===== src/rtl/debug_pkg.sv =====
// Shared opcodes, response codes, control bit positions and FSM states for the debug controller.
package debug_pkg;

  localparam logic [7:0] OP_HALT   = 8'h01;
  localparam logic [7:0] OP_RESUME = 8'h02;
  localparam logic [7:0] OP_RDREG  = 8'h10;
  localparam logic [7:0] OP_WRREG  = 8'h11;
  localparam logic [7:0] OP_RDCSR  = 8'h20;

  localparam logic [7:0] RSP_ACK = 8'hAA;
  localparam logic [7:0] RSP_ERR = 8'hEE;

  localparam int CTRL_WR   = 0;
  localparam int CTRL_ACT  = 1;
  localparam int CTRL_HALT = 2;
  localparam int CTRL_CSR  = 3;

  localparam int CNT_W = 3;

  typedef enum logic [2:0] {
    ST_IDLE,
    ST_GET_ADDR,
    ST_GET_DATA,
    ST_ISSUE,
    ST_SAMPLE,
    ST_SEND,
    ST_ACK
  } state_t;

endpackage


===== src/rtl/debug_byte_shifter.sv =====
// Little-endian byte shift register with parallel load, shared by write assembly and read serialisation.
// Latency: load/shift take effect on the next clock edge.
// Backpressure: none internally; the caller only asserts shift_vld on an accepted byte.
module debug_byte_shifter
  import debug_pkg::*;
#(
  parameter int N = 64
) (
  input  logic         clk,
  input  logic         reset,
  input  logic         clr,
  input  logic         load_vld,
  input  logic [N-1:0] load_dat,
  input  logic         shift_vld,
  input  logic [7:0]   shift_dat,
  output logic [N-1:0] sr_dat,
  output logic [7:0]   byte_dat,
  output logic         last
);

  localparam int NB = N / 8;
  localparam logic [CNT_W-1:0] LAST_IDX = CNT_W'(NB - 1);

  logic [CNT_W-1:0] cnt;

  // Bytes enter at the top and leave from the bottom, so the first byte ends up as the LSB.
  always_ff @(posedge clk or negedge reset) begin
    if (!reset) begin
      sr_dat <= '0;
      cnt    <= '0;
    end else if (load_vld) begin
      sr_dat <= load_dat;
      cnt    <= '0;
    end else if (shift_vld) begin
      sr_dat <= (sr_dat >> 8) | (N'(shift_dat) << (N - 8));
      cnt    <= cnt + 1'b1;
    end else if (clr) begin
      cnt <= '0;
    end
  end

  assign byte_dat = sr_dat[7:0];
  assign last     = (cnt == LAST_IDX);

endmodule


===== src/rtl/debug_controller.sv =====
// Host-byte-stream debug initiator driving the core coprocessor IO port (halt/resume, reg rd/wr, CSR rd).
// Latency: last command byte -> ISSUE next cycle -> first response byte 2 cycles later.
// Backpressure: rx_ready only while collecting a command; response bytes held until tx_ready.
module debug_controller
  import debug_pkg::*;
#(
  parameter int N = 64
) (
  input  logic         clk,
  input  logic         reset,
  input  logic [7:0]   rx_data,
  input  logic         rx_valid,
  output logic         rx_ready,
  output logic [7:0]   tx_data,
  output logic         tx_valid,
  input  logic         tx_ready,
  output logic [14:0]  coprocessorIOAddr,
  output logic [4:0]   coprocessorIOControl,
  output logic [N-1:0] coprocessorIODataOut,
  input  logic [N-1:0] coprocessorIODataIn,
  output logic         halted
);

  state_t state, state_nxt;

  logic [7:0]   op_q;
  logic [7:0]   rsp_q;
  logic [11:0]  addr_q;
  logic         addr_hi_q;
  logic [N-1:0] wdat_q;
  logic         halted_q;

  logic         accept;
  logic         rx_fire;
  logic         sh_clr, sh_load, sh_shift, sh_last;
  logic [7:0]   sh_in, sh_byte;
  logic [N-1:0] sh_dat;

  assign accept   = (state == ST_IDLE) || (state == ST_GET_ADDR) || (state == ST_GET_DATA);
  assign rx_fire  = accept && rx_valid;
  // Held low while reset is asserted so every output reads 0 during reset.
  assign rx_ready = accept && reset;

  debug_byte_shifter #(.N(N)) u_shifter (
    .clk       (clk),
    .reset     (reset),
    .clr       (sh_clr),
    .load_vld  (sh_load),
    .load_dat  (coprocessorIODataIn),
    .shift_vld (sh_shift),
    .shift_dat (sh_in),
    .sr_dat    (sh_dat),
    .byte_dat  (sh_byte),
    .last      (sh_last)
  );

  always_ff @(posedge clk or negedge reset) begin
    if (!reset) state <= ST_IDLE;
    else        state <= state_nxt;
  end

  always_comb begin
    state_nxt            = state;
    tx_valid             = 1'b0;
    tx_data              = 8'h00;
    coprocessorIOControl = '0;
    coprocessorIOAddr    = '0;
    sh_clr               = 1'b0;
    sh_load              = 1'b0;
    sh_shift             = 1'b0;
    sh_in                = 8'h00;
    coprocessorIOControl[CTRL_HALT] = halted_q;
    unique case (state)
      ST_IDLE: begin
        sh_clr = 1'b1;
        if (rx_fire) begin
          if (rx_data == OP_RDREG || rx_data == OP_WRREG || rx_data == OP_RDCSR)
            state_nxt = ST_GET_ADDR;
          else
            state_nxt = ST_ACK;
        end
      end
      ST_GET_ADDR: begin
        if (rx_fire) begin
          if (op_q == OP_RDCSR && !addr_hi_q) state_nxt = ST_GET_ADDR;
          else if (op_q == OP_WRREG)          state_nxt = ST_GET_DATA;
          else                                state_nxt = ST_ISSUE;
        end
      end
      ST_GET_DATA: begin
        if (rx_fire) begin
          sh_shift = 1'b1;
          sh_in    = rx_data;
          if (sh_last) state_nxt = ST_ISSUE;
        end
      end
      ST_ISSUE, ST_SAMPLE: begin
        coprocessorIOControl[CTRL_ACT] = 1'b1;
        coprocessorIOControl[CTRL_CSR] = (op_q == OP_RDCSR);
        coprocessorIOAddr = (op_q == OP_RDCSR) ? {3'b000, addr_q} : {10'b0, addr_q[4:0]};
        if (state == ST_ISSUE) begin
          coprocessorIOControl[CTRL_WR] = (op_q == OP_WRREG);
          state_nxt = ST_SAMPLE;
        end else begin
          sh_load   = (op_q != OP_WRREG);
          state_nxt = (op_q == OP_WRREG) ? ST_ACK : ST_SEND;
        end
      end
      ST_SEND: begin
        tx_valid = 1'b1;
        tx_data  = sh_byte;
        if (tx_ready) begin
          sh_shift = 1'b1;
          if (sh_last) state_nxt = ST_IDLE;
        end
      end
      ST_ACK: begin
        tx_valid = 1'b1;
        tx_data  = rsp_q;
        if (tx_ready) state_nxt = ST_IDLE;
      end
      default: state_nxt = ST_IDLE;
    endcase
  end

  always_ff @(posedge clk or negedge reset) begin
    if (!reset) begin
      op_q      <= 8'h00;
      rsp_q     <= 8'h00;
      addr_q    <= '0;
      addr_hi_q <= 1'b0;
      wdat_q    <= '0;
      halted_q  <= 1'b0;
    end else begin
      if (state == ST_IDLE && rx_fire) begin
        op_q      <= rx_data;
        addr_hi_q <= 1'b0;
        rsp_q     <= RSP_ACK;
        if (rx_data == OP_HALT)        halted_q <= 1'b1;
        else if (rx_data == OP_RESUME) halted_q <= 1'b0;
        else if (rx_data != OP_RDREG && rx_data != OP_WRREG && rx_data != OP_RDCSR)
          rsp_q <= RSP_ERR;
      end
      if (state == ST_GET_ADDR && rx_fire) begin
        addr_hi_q <= 1'b1;
        if (!addr_hi_q) addr_q <= {4'b0000, rx_data};
        else            addr_q[11:8] <= rx_data[3:0];
      end
      // Write data only becomes visible once all bytes arrived, so an aborted write leaves it untouched.
      if (state == ST_GET_DATA && rx_fire && sh_last)
        wdat_q <= (sh_dat >> 8) | (N'(rx_data) << (N - 8));
    end
  end

  assign coprocessorIODataOut = wdat_q;
  assign halted               = halted_q;

endmodule


===== config.mk =====
export PLATFORM = sky130hd
export DESIGN_NAME = debug_controller
export DESIGN_NICKNAME = d
export VERILOG_FILES = /design/src/rtl/debug_pkg.sv /design/src/rtl/debug_byte_shifter.sv /design/src/rtl/debug_controller.sv
export SDC_FILE = /design/constraint.sdc
export NUM_CORES = 1
export LEC_CHECK = 0
export ABC_AREA = 0
export BUFFER_PORTS_ARGS = -buffer_cell sky130_fd_sc_hd__buf_2
export CAP_MARGIN = 40
export CORE_ASPECT_RATIO = 1.2
export CORE_MARGIN = 4
export CORE_UTILIZATION = 40
export CTS_CLUSTER_SIZE = 8
export DETAILED_ROUTE_END_ITERATION = 6
export PLACE_DENSITY = 0.73
export SETUP_SLACK_MARGIN = 0.1
export SLEW_MARGIN = 5
export SYNTH_ARGS = -nofsm -noshare
export SYNTH_HDL_FRONTEND = slang
export SYNTH_SLANG_ARGS = --single-unit

===== constraint.sdc =====
create_clock -name clk -period 3.3 [get_ports clk]
set_clock_uncertainty 0.15 [all_clocks]
set_input_delay 0.33 -clock clk [delete_from_list [all_inputs] [get_ports clk]]
set_output_delay 0.33 -clock clk [all_outputs]
set_load 0.01 [all_outputs]

==> impl_metrics.toml, run 1 <==
[power]
power.leakage_nw = 4.65
p_per_area_mw_per_mm2 = 777
fin_total_pwr_mw = 6.80
ir_worst_vdd_uv = 359

[setup_path]
start_kind = "flip-flop"
r2r_start = "state[2]$_DFFE_PN0P_"
endpoint_kind = "output port"
path_max_fanout = 13
reg2reg_slack_ps = 710
required_ps = 2820
worstRegToRegCells = 5
cp_slowest_cell = "dfrtp_1"
path_class = "reg2out"
slowest_delay_ps = 490
critPathLaunch = "state[1]$_DFFE_PN0P_"
path_cells = "or3b_4, o21ai_2, nor2b_1, and2_1, buf_2"
cp.arrival_ps = 2330
timing.rr.end = "coprocessorIODataOut[14]$_DFFE_PN0P_"

[routing]
drc_errors = 0
drt_first_iter_violations = 310
vias = 5345
vias_per_cell = 5.18
wl_per_cell_um = 17.5
drt.antenna.violating_nets = 0
drt_wl_total_um = 18100
drt_first_pass_iters = 5

[global_routing]
overflow = 0
grt_pass1_vias = 5439
grt_pass1_wl_um = 29200
antenna_found_initial = 0
grt_usage_pct = 19.2
grt_max_degree = 82

[placed_design]
port_buffers = 166
dp_hpwl_um = 11700
gp_congestion = 0.765

[logic_synthesis]
synth_top_area_cell = "dfrtp_1"
synthCells = 608
seq_area_frac_synth_pct = 58.5
ys_async_sr_fraction_pct = 100
synth.top_cell.area_share_pct = 58.5
synth_cell_types = 44
synth_ff_type = "dfrtp_1"
ys_seq_elements = 158
ys_top_cells_by_area = "dfrtp_1, mux2_2, nand2_1"
synth_edf_count = 0
synth_area_per_cell_um2 = 11.1
yosysWarnings = 0
synth_area_mm2 = 0.00676

[timing]
tightest_slew_ps = 802
finalSetupViolations = 0
slew_viol_final = 0
final.min_clock_period_ps = 2810
hold_viol = 0
tns_ps = 0
fmaxAchievable_mhz = 356
grt_setup_unrepaired = "no"
slew_headroom_pct = 46.1
finalCritPeriodShare_pct = 85.2

[die]
ios = 171
start_util_pct = 41.2
die_h_um = 150
fp-row-count = 51
dieArea_mm2 = 0.0190
die_x_um = 127
core_area_mm2 = 0.0164

[cts]
ctsHoldBuffers = 45
cts_resized = 0
cts_tree = "done"
post_cts_buffers = 0
ctsHtreeMaxLevel = 4
cts.sinks = 158
clkLatencyLatePin_ps = 420
cts_buffer_depth = 2
cts_buffers = 17
cts.clk_slew.worst_paths_ps = 60
cts_root_buffer = "clkbuf_16"

[min_path]
min_path_cells = 3
min_from = "coprocessorIODataIn[48]"
worst_hold_path.endpoint = "u_shifter.sr_dat[48]$_DFFE_PN0P_"
hold_path_class = "in2reg"

[final_layout]
fin_nets = 885
diodes = 0
fillCellCount = 1436
area_growth_pct = 29.5
drive_gt1_share_pct = 34.8

[run_status]
outcome = "finished clean"

[job]
drv_cap = 0
## synthesized netlist by cell type (2+ instances only)
library cell  count
nand2_1         175
dfrtp_1         158
mux2_2           72
a22oi_1          64
o21ai_0          22
buf_2            18
and2_1           14
clkbuf_1         14
nor2_1            9
buf_4             7
a21boi_0          6
buf_6             4
nor2b_1           4
and3_1            3
nand2b_1          3
nor3_1            3
a21oi_1           2
ha_1              2
nor4_1            2
o31ai_1           2
## power by group
part | total, mW | internal (mW) | leakage [nW] | switching, mW
Sequential | 2.93 | 2.48 | 2.06 | 0.450
Combinational | 2.03 | 0.802 | 2.31 | 1.23
Clock | 1.84 | 1.07 | 0.277 | 0.771
## state kept, by name, summed over array words and instances (netlist names)
| signal | cells |
|---|---|
| u_shifter.sr_dat | 64 |
| op_q | 8 |
| rsp_q | 2 |
| u_shifter.cnt | 3 |
| addr_hi_q | 1 |
| coprocessorIODataOut | 64 |
| halted | 1 |
| addr_q | 12 |
| state | 3 |
## worst max-delay path, delay by kind of cell (launching register included)
kind	cells	cell delay (ps)
buffers and inverters	1	130
and+or+nand+nor	3	1120
AOI/OAI and AO/OA	1	170
DFF	1	490
## worst max path at each step
| stage | slack [ps] | endpoint |
|---|---|---|
| 4_1_cts | 470 | coprocessorIOAddr[6] |
| 5_1_grt | 340 | coprocessorIOAddr[6] |
| 6_report | 490 | coprocessorIOAddr[6] |
| 3_5_place_dp | 730 | coprocessorIODataOut[17]$_DFFE_PN0P_ |
| 3_3_place_gp | 670 | u_shifter.sr_dat[34]$_DFFE_PN0P_ |
| 2_1_floorplan | 1150 | coprocessorIOAddr[10] |
## cells by family after synthesis
logic type	Yosys count	share of synthesized area (%)
buffers and inverters	44	3.61
other	1	0.0555
AND/OR/NAND/NOR	224	14.2
multiplexers	72	12.0
AO/OA/AOI/OAI	106	11.1
adder cells (fa/ha/maj)	2	0.370
XOR/XNOR	1	0.130
flip-flops	158	58.5
## area by class of cell
| type | count | area (um2) | share of cell area (%) |
|---|---|---|---|
| Clock buffer | 21 | 460 | 5.26 |
| Clock inverter | 10 | 90.1 | 1.03 |
| Tap cell | 212 | 265 | 3.03 |
| Multi-Input combinational cell | 409 | 2580 | 29.5 |
| Timing Repair Buffer | 221 | 1400 | 16.0 |
| Sequential cell | 158 | 3950 | 45.2 |
## placed cells by master (no fill, tap or decap), drive strengths merged, types with 2 or more instances in the layout
master,instances
buf,175
nor3,3
o31ai,2
a22oi,64
nor2,10
mux2,72
conb,4
dlygate4sd3,46
dfrtp,158
and2,14
o21ai,24
nand2,176
clkinv,8
a21boi,6
clkbuf,21
nor2b,4
nor4,2
nand2b,3
ha,2
a21oi,3
and3,3
or3b,2
## routing by layer
layer | share of wire [%] | GRT usage, % | routed length (um)
met4 | 1.7 | 6.01 | 310
met1 | 43 | 25.6 | 7780
met2 | 48 | 30.9 | 8690
met3 | 7.1 | 5.29 | 1280
met5 | 0 | 0 | 0
## stage by stage
| stage | area [um2] | instances | hold slack [ps] | setup slack [ps] | utilization (%) |
|---|---|---|---|---|---|
| floorplan | 6770 | 611 | -116 | 1150 | - |
| global placement | 7710 | 953 | 17.8 | 666 | 47.0 |
| detailed placement | 7740 | 954 | 19.1 | 727 | 47.2 |
| CTS | 8740 | 1030 | 1.73 | 468 | 53.3 |
| global route | 8750 | 1031 | 0.842 | 336 | 53.4 |
| finish | 8750 | 1031 | 18.1 | 488 | 53.4 |
Power figures use the tool's default switching activity.
==> run 2: changes to the inputs <==
==> constraint.sdc (replaced) <==
create_clock -name clk -period 2.92 [get_ports clk]
set_clock_uncertainty 0.15 [all_clocks]
set_input_delay 0.292 -clock clk [delete_from_list [all_inputs] [get_ports clk]]
set_output_delay 0.292 -clock clk [all_outputs]
set_load 0.01 [all_outputs]
==> run 2 against run 1 <==
Critical path depth unchanged; combinational power up 15%; non-clock buffer count increased by 28; highest routed layer unchanged.
==> impl_metrics.toml, run 2 (synthesis results as in run 1) <==
[routing]
vias = 5403
drt_first_pass_iters = 5
drt.antenna.violating_nets = 0
drt_first_iter_violations = 351
drc_errors = 0
wl_per_cell_um = 16.7
vias_per_cell = 5.10
drt_wl_total_um = 17700

[placed_design]
dp_hpwl_um = 11600
post_dp_cell_area_mm2 = 0.00777
gp_congestion = 0.773
dpl.cell_count = 958
port_buffers = 166
dp_slack_ps = 373

[min_path]
min_path_cells = 3
min_from = "rx_data[2]"
hold_path_class = "in2reg"
worst_hold_path.endpoint = "op_q[2]$_DFFE_PN0P_"

[timing]
finalCritPeriodShare_pct = 90.1
slew_headroom_pct = 48.5
grt_setup_unrepaired = "no"
hold_viol = 0
final.min_clock_period_ps = 2630
slew_viol_final = 0
fmaxAchievable_mhz = 380
tightest_slew_ps = 772
finalSetupViolations = 0
fin_ws_ps = 288
tns_ps = 0

[cts]
clkLatencyLatePin_ps = 420
cts_tree = "done"
cts_buffer_depth = 2
cts_buffers = 17
cts_root_buffer = "clkbuf_16"
ctsHtreeMaxLevel = 4
cts.clk_slew.worst_paths_ps = 70
post_cts_buffers = 0
cts.sinks = 158

[setup_path]
timing.rr.end = "u_shifter.cnt[0]$_DFFE_PN0P_"
path_max_fanout = 11
path_class = "reg2out"
endpoint_kind = "output port"
cp.arrival_ps = 2190
r2r_start = "state[0]$_DFFE_PN0P_"
worstRegToRegCells = 6
required_ps = 2480
slowest_delay_ps = 480
path_cells = "or3b_4, o21ai_2, nor2b_2, and2_1, buf_2"
reg2reg_slack_ps = 350
cp_slowest_cell = "dfrtp_1"
start_kind = "flip-flop"

[die]
die_x_um = 127
ios = 171
dieArea_mm2 = 0.0190
die_h_um = 150
core_area_mm2 = 0.0164
start_util_pct = 41.2
fp-row-count = 51

[job]
drv_cap = 0

[final_layout]
area_growth_pct = 34.0
fin_nets = 913
fin_cells = 1060
final_area_mm2 = 0.00905
final_common_cell = "nand2_1"
diodes = 0
drive_gt1_share_pct = 34.6
layout_common_cells = "nand2_1, buf_2, dfrtp_1"

[global_routing]
grt_usage_pct = 19.2
grt_max_degree = 84
antenna_found_initial = 0
overflow = 0
grt_pass1_wl_um = 29200
grt_pass1_vias = 5539

[power]
p_per_area_mw_per_mm2 = 859
ir_worst_vdd_uv = 534
fin_total_pwr_mw = 7.78
power.leakage_nw = 4.78

[run_status]
outcome = "finished clean"
run 2: changes by cell type in the layout (fill, tap and decap cells not counted), sizes merged:
cell,change
buf,+4
dlygate4sd3,+24
inv,+3
clkinv,-4
clkbuf,-1
clkinvlp,+3
run 2: worst max-delay path by stage:
stage,from,to,slack [ps],cells after the start
6_report,state[0]$_DFFE_PN0P_,coprocessorIOAddr[5],290,5
5_1_grt,state[0]$_DFFE_PN0P_,coprocessorIOAddr[7],150,5
4_1_cts,state[0]$_DFFE_PN0P_,coprocessorIOAddr[5],130,5
3_5_place_dp,state[0]$_DFFE_PN0P_,u_shifter.cnt[0]$_DFFE_PN0P_,370,6
3_3_place_gp,state[0]$_DFFE_PN0P_,u_shifter.cnt[0]$_DFFE_PN0P_,420,6
2_1_floorplan,state[0]$_DFFE_PN0P_,coprocessorIOAddr[10],810,5
run 2: metal layers:
layer / vias to the layer above / GRT usage (%) / part of all wire, %
met5: - / 0 / 0
met4: 0 / 4.94 / 1.0
met3: 17 / 4.47 / 6.9
met2: 202 / 31.5 / 49
met1: 2625 / 26.0 / 43
li1: 2559 / - / -
run 2: cell type report:
type,count,area [um2]
timing repair buffer,249,1670
clock buffer,20,467
sequential,158,3950
multi-input combinational,409,2590
tap,212,265
fill,1352,7350
clock inverter,12,108
run 2: stage by stage:
stage | utilization [%] | hold WS (ps)
6_report | 55.2 | 12.9
5_1_grt | 55.2 | 14.3
4_1_cts | 55.2 | 2.79
3_5_place_dp | 47.4 | 35.7
3_3_place_gp | 47.3 | 33.1
2_1_floorplan | - | -154
run 2: where the power goes:
group	total, mW	internal, mW	switching, mW
combinational	2.33	0.963	1.37
clock	2.13	1.25	0.890
sequential	3.31	2.80	0.509
total	7.78	5.01	2.77
run 2: critical path: cells and delay by family (launching register included):
family / cells / cell delay [ps]
simple gates: 3 / 1000
flops: 1 / 480
compound gates: 1 / 160
buf+inv: 1 / 130
run 2: timing repair:
action                                  CTS  global route
endpoints found under the setup margin    0             7
endpoints found under the hold margin    96             0
hold buffers                             70             0
gates resized for setup                   0             1
